===== src/rtl/cobra_bus_pkg.sv =====
// Shared definitions for Cobra1 memory-port bus initiators.
//   ROM_BASE_DEF / ROM_SIZE_DEF : default write-protected ROM window [base, base+size)
//   dma_state_t                 : DMA master FSM states (3-bit encoding)
//   in_rom_window()             : true when an address falls inside the ROM window
package cobra_bus_pkg;

  localparam logic [15:0] ROM_BASE_DEF = 16'hC000;
  localparam logic [15:0] ROM_SIZE_DEF = 16'h0800;

  typedef enum logic [2:0] {
    S_IDLE = 3'd0,
    S_REQ  = 3'd1,
    S_RD   = 3'd2,
    S_WR   = 3'd3,
    S_DONE = 3'd4
  } dma_state_t;

  // Compared in 17 bits so a window ending exactly at 64 KiB does not wrap.
  function automatic logic in_rom_window(input logic [15:0] addr,
                                         input logic [15:0] base = ROM_BASE_DEF,
                                         input logic [15:0] size = ROM_SIZE_DEF);
    logic [16:0] a;
    logic [16:0] lo;
    logic [16:0] hi;
    a  = {1'b0, addr};
    lo = {1'b0, base};
    hi = lo + {1'b0, size};
    return (a >= lo) && (a < hi);
  endfunction

endpackage


===== src/rtl/mem_dma_master.sv =====
// Block-copy bus initiator for the Cobra1 64 KiB memory port.
// Requests the bus from the CPU, then copies len bytes from src to dst in
// ascending order at two cycles per byte (one read cycle, one write cycle).
// Writes landing in the ROM window are suppressed here and flagged on rom_skip.
// Ports:
//   clk, reset_n          clock, synchronous active-low reset
//   start, src, dst, len  transfer request and its parameters (latched in IDLE)
//   abort                 finish the current byte, then stop
//   busy, done, rom_skip  status: busy span, 1-cycle done pulse, sticky ROM-skip flag
//   bus_req, bus_ack      bus ownership handshake with the CPU
//   mem_*                 CPU-style memory port (registered strobes)
module mem_dma_master
  import cobra_bus_pkg::*;
#(
  parameter logic [15:0] ROM_BASE = ROM_BASE_DEF,
  parameter logic [15:0] ROM_SIZE = ROM_SIZE_DEF
) (
  input  logic        clk,
  input  logic        reset_n,
  input  logic        start,
  input  logic [15:0] src,
  input  logic [15:0] dst,
  input  logic [15:0] len,
  input  logic        abort,
  output logic        busy,
  output logic        done,
  output logic        rom_skip,
  output logic        bus_req,
  input  logic        bus_ack,
  output logic [15:0] mem_addr,
  output logic [7:0]  mem_wdata,
  input  logic [7:0]  mem_rdata,
  output logic        mem_mreq,
  output logic        mem_rd,
  output logic        mem_wr
);

  dma_state_t  state_q, state_d;
  logic [15:0] src_q, src_d;
  logic [15:0] dst_q, dst_d;
  logic [15:0] cnt_q, cnt_d;
  logic [7:0]  buf_q, buf_d;
  logic        rom_skip_q, rom_skip_d;

  logic        busy_q, busy_d;
  logic        done_q, done_d;
  logic        bus_req_q, bus_req_d;
  logic        mreq_q, mreq_d;
  logic        rd_q, rd_d;
  logic        wr_q, wr_d;
  logic [15:0] addr_q, addr_d;
  logic [7:0]  wdata_q, wdata_d;

  always_ff @(posedge clk) begin
    if (!reset_n) begin
      state_q    <= S_IDLE;
      src_q      <= '0;
      dst_q      <= '0;
      cnt_q      <= '0;
      buf_q      <= '0;
      rom_skip_q <= 1'b0;
      busy_q     <= 1'b0;
      done_q     <= 1'b0;
      bus_req_q  <= 1'b0;
      mreq_q     <= 1'b0;
      rd_q       <= 1'b0;
      wr_q       <= 1'b0;
      addr_q     <= '0;
      wdata_q    <= '0;
    end else begin
      state_q    <= state_d;
      src_q      <= src_d;
      dst_q      <= dst_d;
      cnt_q      <= cnt_d;
      buf_q      <= buf_d;
      rom_skip_q <= rom_skip_d;
      busy_q     <= busy_d;
      done_q     <= done_d;
      bus_req_q  <= bus_req_d;
      mreq_q     <= mreq_d;
      rd_q       <= rd_d;
      wr_q       <= wr_d;
      addr_q     <= addr_d;
      wdata_q    <= wdata_d;
    end
  end

  always_comb begin
    state_d    = state_q;
    src_d      = src_q;
    dst_d      = dst_q;
    cnt_d      = cnt_q;
    buf_d      = buf_q;
    rom_skip_d = rom_skip_q;

    unique case (state_q)
      S_IDLE: begin
        if (start) begin
          src_d      = src;
          dst_d      = dst;
          cnt_d      = len;
          rom_skip_d = 1'b0;
          state_d    = (len == 16'd0) ? S_DONE : S_REQ;
        end
      end
      S_REQ: begin
        if (abort)        state_d = S_DONE;
        else if (bus_ack) state_d = S_RD;
      end
      S_RD: begin
        buf_d   = mem_rdata;
        state_d = S_WR;
      end
      S_WR: begin
        if (in_rom_window(dst_q, ROM_BASE, ROM_SIZE)) rom_skip_d = 1'b1;
        src_d   = src_q + 16'd1;
        dst_d   = dst_q + 16'd1;
        cnt_d   = cnt_q - 16'd1;
        state_d = ((cnt_d == 16'd0) || abort) ? S_DONE : S_RD;
      end
      S_DONE: state_d = S_IDLE;
      default: state_d = S_IDLE;
    endcase

    // Outputs are registered: decode them from the state being entered so the
    // strobes line up with the state they belong to.
    busy_d    = (state_d != S_IDLE);
    done_d    = (state_d == S_DONE);
    bus_req_d = (state_d == S_REQ) || (state_d == S_RD) || (state_d == S_WR);
    mreq_d    = 1'b0;
    rd_d      = 1'b0;
    wr_d      = 1'b0;
    addr_d    = '0;
    wdata_d   = '0;
    if (state_d == S_RD) begin
      mreq_d = 1'b1;
      rd_d   = 1'b1;
      addr_d = src_d;
    end else if (state_d == S_WR) begin
      addr_d  = dst_d;
      wdata_d = buf_d;
      // Protected bytes still take their write slot, just without strobes.
      if (!in_rom_window(dst_d, ROM_BASE, ROM_SIZE)) begin
        mreq_d = 1'b1;
        wr_d   = 1'b1;
      end
    end
  end

  assign busy      = busy_q;
  assign done      = done_q;
  assign rom_skip  = rom_skip_q;
  assign bus_req   = bus_req_q;
  assign mem_mreq  = mreq_q;
  assign mem_rd    = rd_q;
  assign mem_wr    = wr_q;
  assign mem_addr  = addr_q;
  assign mem_wdata = wdata_q;

endmodule


===== config.mk =====
export PLATFORM = sky130hd
export DESIGN_NAME = mem_dma_master
export DESIGN_NICKNAME = d
export VERILOG_FILES = /design/src/rtl/cobra_bus_pkg.sv /design/src/rtl/mem_dma_master.sv
export SDC_FILE = /design/constraint.sdc
export NUM_CORES = 1
export LEC_CHECK = 0
export ABC_CLOCK_PERIOD_IN_PS = 3250
export CORE_AREA = 2 2 79 112
export DETAILED_ROUTE_END_ITERATION = 8
export DIE_AREA = 0 0 81 114
export PLACE_DENSITY = 0.8
export SETUP_SLACK_MARGIN = 0.02
export SLEW_MARGIN = 20
export SYNTH_ARGS = -nofsm -noshare
export SYNTH_HDL_FRONTEND = slang
export SYNTH_SLANG_ARGS = --single-unit

===== constraint.sdc =====
create_clock -name clk -period 3.25 [get_ports clk]
set_input_delay 0.325 -clock clk [delete_from_list [all_inputs] [get_ports clk]]
set_output_delay 0.325 -clock clk [all_outputs]
set_load 0.02 [all_outputs]

# [Yosys cells after proc, flatten, opt, wreduce, memory -nomap -nowiden]
# Index checks and enable logic that the tools add are counted.
[word_totals] romBits=0 word_cells=68 ram_bits=0 mem_count=0 regBits=90 latch_bits=0
[op_classes] shift=0 bitwise_logic=2 div=0 n_reduce_logical=14 add_sub_neg=3 order_cmp=4 n_mux=22 n_eq_ne=9 mul=0
[op_table] cell="$pmux 16 s2" n=3
[op_table] cell="$mux 16" n=5
[op_table] cell="$add 16x1->16 const B" n=2
[op_table] cell="$ge 16x16->1 const B" n=2
[op_table] cell="$logic_not 16->1" n=2
[op_table] cell="$lt 16x16->1 const B" n=2
[op_table] cell="$sub 16x1->16 const B" n=1
[op_table] cell="$mux 3" n=5
[op_table] cell="$eq 3x2->1 const B" n=4
[op_table] cell="$pmux 3 s4" n=1
[op_table] cell="$mux 8" n=1
[op_table] cell="$eq 3x1->1 const B" n=2
[op_table] cell="$mux 1" n=6
[op_table] cell="$ne 2x2->1 const B" n=2
[op_table] cell="$eq 3x3->1 const B" n=1
[op_table] cell="$logic_not 3->1" n=1
[op_table] cell="$logic_or 1x1->1" n=3
[op_table] cell="$reduce_and 3->1" n=1
[op_table] cell="$reduce_bool 3->1" n=1
[op_table] cell="$reduce_or 3->1" n=1
[op_table] cell="$logic_and 1x1->1" n=2
[op_table] cell="$not 1->1" n=2
[op_table] cell="$pmux 1 s2" n=1
[op_table] cell="$reduce_and 2->1" n=1
[op_table] cell="2 further kinds" n=2

# [Depth between registers and ports, before layout]
[depth] ltp_word=8 ltp_mapped=9

# [Worst setup path after synthesis]
# OpenSTA, ideal clock, no wires.
[synth_path] kind="flip-flop to flip-flop" start="reg cnt_q[7]" end="reg addr_q[13] (netlist: mem_addr[13])" arrival_time_ns=2.776 setup_time_ns=0.117 path_stages_with_launch=9 path_buffers=2 setup_slack_ns=0.357 synth_period_minus_slack_ns=2.893 cell_sequence="dfxtp_1 -> buf_6 -> or4_4 -> or4_4 -> o31a_1 -> or4_4 -> o21a_1 -> buf_6 -> a22o_1"
[synth_between] elab_chain_len=8 elab_cells_between_ends=9 classes_between="1 x add/sub; 2 x eq/ne; 4 x mux; 2 x reduce/logical"
[synth_lines] element="from (decl)" line="mem_dma_master.sv:41" rtl="logic [15:0] cnt_q, cnt_d;"
[synth_lines] element="from (signal assigned)" line="mem_dma_master.sv:74" rtl="cnt_q <= cnt_d;"
[synth_lines] element="$sub 16x1->16 *" line="mem_dma_master.sv:118" rtl="cnt_d = cnt_q - 16'd1;"
[synth_lines] element="$logic_not 16->1 *" line="mem_dma_master.sv:119" rtl="state_d = ((cnt_d == 16'd0) || abort) ? S_DONE : S_RD;"
[synth_lines] element="$logic_or 1x1->1 *" line="mem_dma_master.sv:119"
[synth_lines] element="$mux 3 *" line="mem_dma_master.sv:119"
[synth_lines] element="$pmux 3 s4 *" line="mem_dma_master.sv:96" rtl="unique case (state_q)"
[synth_lines] element="$eq 3x2->1" line="mem_dma_master.sv:139" rtl="end else if (state_d == S_WR) begin"
[synth_lines] element="$mux 16" line="mem_dma_master.sv:139"
[synth_lines] element="$mux 16 *" line="mem_dma_master.sv:135" rtl="if (state_d == S_RD) begin"
[synth_lines] element="to (signal assigned)" line="mem_dma_master.sv:83" rtl="addr_q <= addr_d;"
[synth_lines] element="to (decl)" line="mem_dma_master.sv:51" rtl="logic [15:0] addr_q, addr_d;"
# Mark *: on every way between the ends. The rest lies on a longest branch, timed or not.
# A chain may end at the register's enable or synchronous reset.

# [Worst setup path in the final report]
[layout_path] start="reg cnt_q[8]" end="reg addr_q[13] (netlist: mem_addr[13])"
# Same word-level chain as after synthesis.

==> impl_results.html <==
<table>
<tr><th>Metric</th><th>Value</th></tr>
<tr><th colspan="2">Setup path</th></tr>
<tr><td>Critical path fanouts, max</td><td>9</td></tr>
<tr><td>Worst R2R Path Depth</td><td>6</td></tr>
<tr><td>CP dominant cell by count</td><td>or4_4</td></tr>
<tr><td>Crit. End Element</td><td>flip-flop</td></tr>
<tr><td>Cell Chain, Critical Path</td><td>or4_4 &gt; or4_4 &gt; o31a_1 &gt; or4_4 &gt; o21a_1 &gt; a22o_1</td></tr>
<tr><td>CP Data Required Time</td><td>between 3 and 4 ns</td></tr>
<tr><td>Start-to-end type of the worst setup path</td><td>reg -&gt; reg</td></tr>
<tr><td>Kind of start point of the critical path</td><td>flip-flop</td></tr>
<tr><td>Slowest stage delay, CP</td><td>about 0.57 ns</td></tr>
<tr><td>Slowest stage cell on the critical path</td><td>or4_4</td></tr>
<tr><td>Critical path data arrival time</td><td>3.25 ns</td></tr>
<tr><th colspan="2">Detailed routing</th></tr>
<tr><td>Vias</td><td>4,216</td></tr>
<tr><td>Average via count per standard cell</td><td>6.10</td></tr>
<tr><td>Length of the first detailed-routing pass in iterations</td><td>6</td></tr>
<tr><td>WL/cell</td><td>18.5 um</td></tr>
<tr><td>Iteration-0 DRC count of the detailed router</td><td>413</td></tr>
<tr><td>Antenna Violating Nets Remaining</td><td>0</td></tr>
<tr><td>Total detailed-routing wirelength</td><td>about 13,000 um</td></tr>
<tr><td>Drc violations</td><td>0</td></tr>
<tr><th colspan="2">Synthesis</th></tr>
<tr><td>Number of flip-flops and latches in the synthesized netlist</td><td>slightly above 80</td></tr>
<tr><td>YS warnings</td><td>0</td></tr>
<tr><td>Synthesized net count</td><td>561</td></tr>
<tr><td>Top flip-flop cell by instance count after synthesis</td><td>dfxtp_1</td></tr>
<tr><td>Main area contributors after synthesis</td><td>dfxtp_1 (41%), nand2_1 (4.9%), nor2_1 (4.3%)</td></tr>
<tr><td>Number of instances in the synthesized netlist</td><td>496</td></tr>
<tr><td>Synth top area share</td><td>0.408</td></tr>
<tr><td>Most numerous cell types in the synthesized netlist</td><td>dfxtp_1 (82), nand2_1 (52), nor2_1 (46)</td></tr>
<tr><td>Most common cell in the synthesized netlist</td><td>dfxtp_1</td></tr>
<tr><td>Fraction of registers with async set or reset after synthesis</td><td>0</td></tr>
<tr><td>Unique cell type count in the Yosys netlist</td><td>between 50 and 60</td></tr>
<tr><td>Post-Syn Area per Cell</td><td>8.11 um2</td></tr>
<tr><td>Share of synthesized area occupied by flip-flops and latches</td><td>0.408</td></tr>
<tr><td>Number of flops mapped to enable cells by yosys</td><td>0</td></tr>
<tr><td>Largest area contributor in the synthesized netlist</td><td>dfxtp_1</td></tr>
<tr><td>Post-synthesis cell area</td><td>0.00402 mm2</td></tr>
<tr><th colspan="2">Layout</th></tr>
<tr><td>Filler cell count in the final layout</td><td>between 700 and 800</td></tr>
<tr><td>Sequential cell area in the final layout</td><td>0.00164 mm2</td></tr>
<tr><td>Area of combinational cells with multiple inputs</td><td>0.00221 mm2</td></tr>
<tr><td># nets final</td><td>647</td></tr>
<tr><td>Number of diodes added for antenna fixing</td><td>0</td></tr>
<tr><td>Ratio of cells with drive above 1 in the final layout</td><td>0.0734</td></tr>
<tr><td>Number of non-filler instances in the completed layout</td><td>691</td></tr>
<tr><td>Synth-to-Final Area Change</td><td>33.1%</td></tr>
<tr><th colspan="2">Clock tree</th></tr>
<tr><td>H-tree Lvls</td><td>3</td></tr>
<tr><td>Clock transition time at the flip-flop clock pins of the worst setup and hold paths</td><td>approximately 0.060 ns</td></tr>
<tr><td>Number of CTS-inserted buffers</td><td>9</td></tr>
<tr><td># clock sinks</td><td>82</td></tr>
<tr><td>Clock insertion delay at the later pin of the skew report</td><td>0.34 ns</td></tr>
<tr><td>Clock Tree Root</td><td>clkbuf_16</td></tr>
<tr><td>CTS Hold Bufs</td><td>0</td></tr>
<tr><td># Post-CTS Setup Buffers</td><td>0</td></tr>
<tr><td>Largest buffer count on any clock path</td><td>2</td></tr>
<tr><td>Count of cells resized by post-cts repair</td><td>0</td></tr>
<tr><td>TritonCTS clock tree</td><td>done</td></tr>
<tr><th colspan="2">Global routing</th></tr>
<tr><td>GRT Resource Usage Total</td><td>0.285</td></tr>
<tr><td>Initial antenna violation count</td><td>0</td></tr>
<tr><td>Wire length of the first global-routing pass</td><td>around 20,000 um</td></tr>
<tr><td>Pin count of the biggest net entering global routing</td><td>42</td></tr>
<tr><td>Leftover overflow at the end of global routing</td><td>0</td></tr>
<tr><td>Number of global-route vias before repair</td><td>4,098</td></tr>
<tr><th colspan="2">Timing</th></tr>
<tr><td>Final clock period utilization by the worst path</td><td>0.927</td></tr>
<tr><td>Post-route minimum period</td><td>3.01 ns</td></tr>
<tr><td>Worst relative slew slack</td><td>0.342</td></tr>
<tr><td>Setup tns final</td><td>0 ns</td></tr>
<tr><td>Slew Limit Fails</td><td>0</td></tr>
<tr><td>Maximum frequency from static timing analysis</td><td>roughly 330 MHz</td></tr>
<tr><td>Worst slew pin tran</td><td>0.983 ns</td></tr>
<tr><td>Setup repair after global routing missed its margin</td><td>false</td></tr>
<tr><td>Clock Skew</td><td>~0.0044 ns</td></tr>
<tr><td>Number of hold violations in the final report</td><td>0</td></tr>
<tr><td>Endpoints failing setup</td><td>0</td></tr>
<tr><th colspan="2">Die</th></tr>
<tr><td>Die Width</td><td>81 um</td></tr>
<tr><td>Die extent in y</td><td>114 um</td></tr>
<tr><td>Die area</td><td>0.00923 mm2</td></tr>
<tr><td>Core area</td><td>0.00831 mm2</td></tr>
<tr><td>Initial Utilization</td><td>0.484</td></tr>
<tr><td>I/O pin count</td><td>between 90 and 100</td></tr>
<tr><td>Number of standard-cell rows in the floorplan</td><td>40</td></tr>
<tr><th colspan="2">Place</th></tr>
<tr><td>Placed cells</td><td>around 680</td></tr>
<tr><td>Number of buffers inserted by port buffering</td><td>91</td></tr>
<tr><td>Weighted congestion at the end of routability-driven global placement</td><td>~0.97</td></tr>
<tr><td>HPWL after detailed placement</td><td>9460 um</td></tr>
<tr><th colspan="2">Power</th></tr>
<tr><td>Leakage</td><td>~1.9 nW</td></tr>
<tr><td>Power per Cell Area</td><td>494 mW/mm2</td></tr>
<tr><td>Peak supply drop</td><td>0.000289 V</td></tr>
<tr><th colspan="2">Flow run</th></tr>
<tr><td>Number of violations of the max-capacitance limit</td><td>0</td></tr>
<tr><th colspan="2">Min path</th></tr>
<tr><td>Number of cells on the worst hold path</td><td>2</td></tr>
<tr><td>Worst min-delay path category</td><td>reg -&gt; reg</td></tr>
<tr><th colspan="2">Outcome</th></tr>
<tr><td>Result of the run</td><td>finished clean</td></tr>
</table>
==> through the flow <==
| stage | setup slack (ns) | hold slack, ns | utilization | power, mW | cell area [um2] |
|---|---|---|---|---|---|
| detailed placement | 0.284 | 0.509 | 0.608 | 1.62 | 5050 |
| global placement | 0.315 | 0.502 | 0.608 | 1.61 | 5050 |
| CTS | 0.269 | 0.516 | 0.644 | 2.64 | 5350 |
| finish | 0.236 | 0.516 | 0.644 | 2.64 | 5350 |
| floorplan | 0.357 | 0.443 | - | 1.41 | 4020 |
| global route | 0.150 | 0.530 | 0.644 | 2.74 | 5350 |
==> worst max-delay path: cells and delay by family, from the launching register on <==
| kind | cells | cell delay, ns |
|---|---|---|
| AND/OR/NAND/NOR | 3 | 1.59 |
| flip-flops | 1 | 0.38 |
| AO/OA/AOI/OAI | 3 | 0.94 |
==> cell type report <==
type                            count  share of cell area
Inverter                           14             0.00982
Clock buffer                       13              0.0505
Sequential cell                    82               0.307
Multi-Input combinational cell    370               0.412
Timing Repair Buffer              105               0.190
Clock inverter                      2             0.00654
Tap cell                          105              0.0245
==> logic make-up (layout without fill, tap and decap cells) <==
logic type | Yosys count | count (layout) | share of synthesized area
multiplexers | 4 | 4 | 0.0106
adder cells (fa/ha/maj) | 4 | 4 | 0.0124
AND/OR/NAND/NOR | 215 | 215 | 0.273
flip-flops | 82 | 82 | 0.408
AO/OA/AOI/OAI | 143 | 143 | 0.242
buffers and inverters | 44 | 134 | 0.0448
XOR/XNOR | 4 | 4 | 0.00871
==> state kept, by name, summed over array words and instances, names as in the netlist <==
name	count
cnt_q	16
dst_q	16
mem_addr	16
src_q	16
mem_wdata	8
state_q	3
bus_req	1
busy	1
done	1
mem_mreq	1
mem_rd	1
mem_wr	1
rom_skip	1
==> layer usage <==
metal	wire length (um)	GRT usage	vias up
met4	370	0.140	0
met2	6880	0.513	171
met1	4910	0.324	1984
li1	-	-	2030
met5	0	0	-
met3	645	0.0348	31
==> power breakdown <==
| part | leakage [nW] | internal (mW) | switching, mW | total (mW) |
|---|---|---|---|---|
| logic | 1.09 | 0.221 | 0.257 | 0.479 |
| registers | 0.669 | 1.06 | 0.0694 | 1.13 |
| clock network | 0.152 | 0.652 | 0.382 | 1.03 |
| total | 1.91 | 1.93 | 0.708 | 2.64 |
==> placed cells by master (no fill, tap or decap), drive strengths merged, types with 5 or more instances in the layout <==
cell and instances:
clkdlybuf4s50 91, dfxtp 82, nand2 52, nor2 46
o21ai 35, a21oi 29, nor3 27, inv 14
nand3 14, buf 14, nor4 13, nand4 13
clkbuf 13, o211ai 11, and3 9, a221oi 8
a22o 8, or3 6, a22oi 6, nand2b 6
or4 6, a32o 5, o21a 5
==> worst paths after layout <==
kind | end | slack (ns) | start
setup / recovery | mem_addr[13]$_SDFF_PN0_ | 0.24 | cnt_q[8]$_SDFFE_PN0P_
hold / removal | src_q[1]$_SDFF_PN0_ | 0.52 | src_q[1]$_SDFF_PN0_
hold reg to reg | src_q[1]$_SDFF_PN0_ | 0.52 | src_q[1]$_SDFF_PN0_
setup reg to reg | mem_addr[13]$_SDFF_PN0_ | 0.24 | cnt_q[8]$_SDFFE_PN0P_
Power figures use the tool's default switching activity.
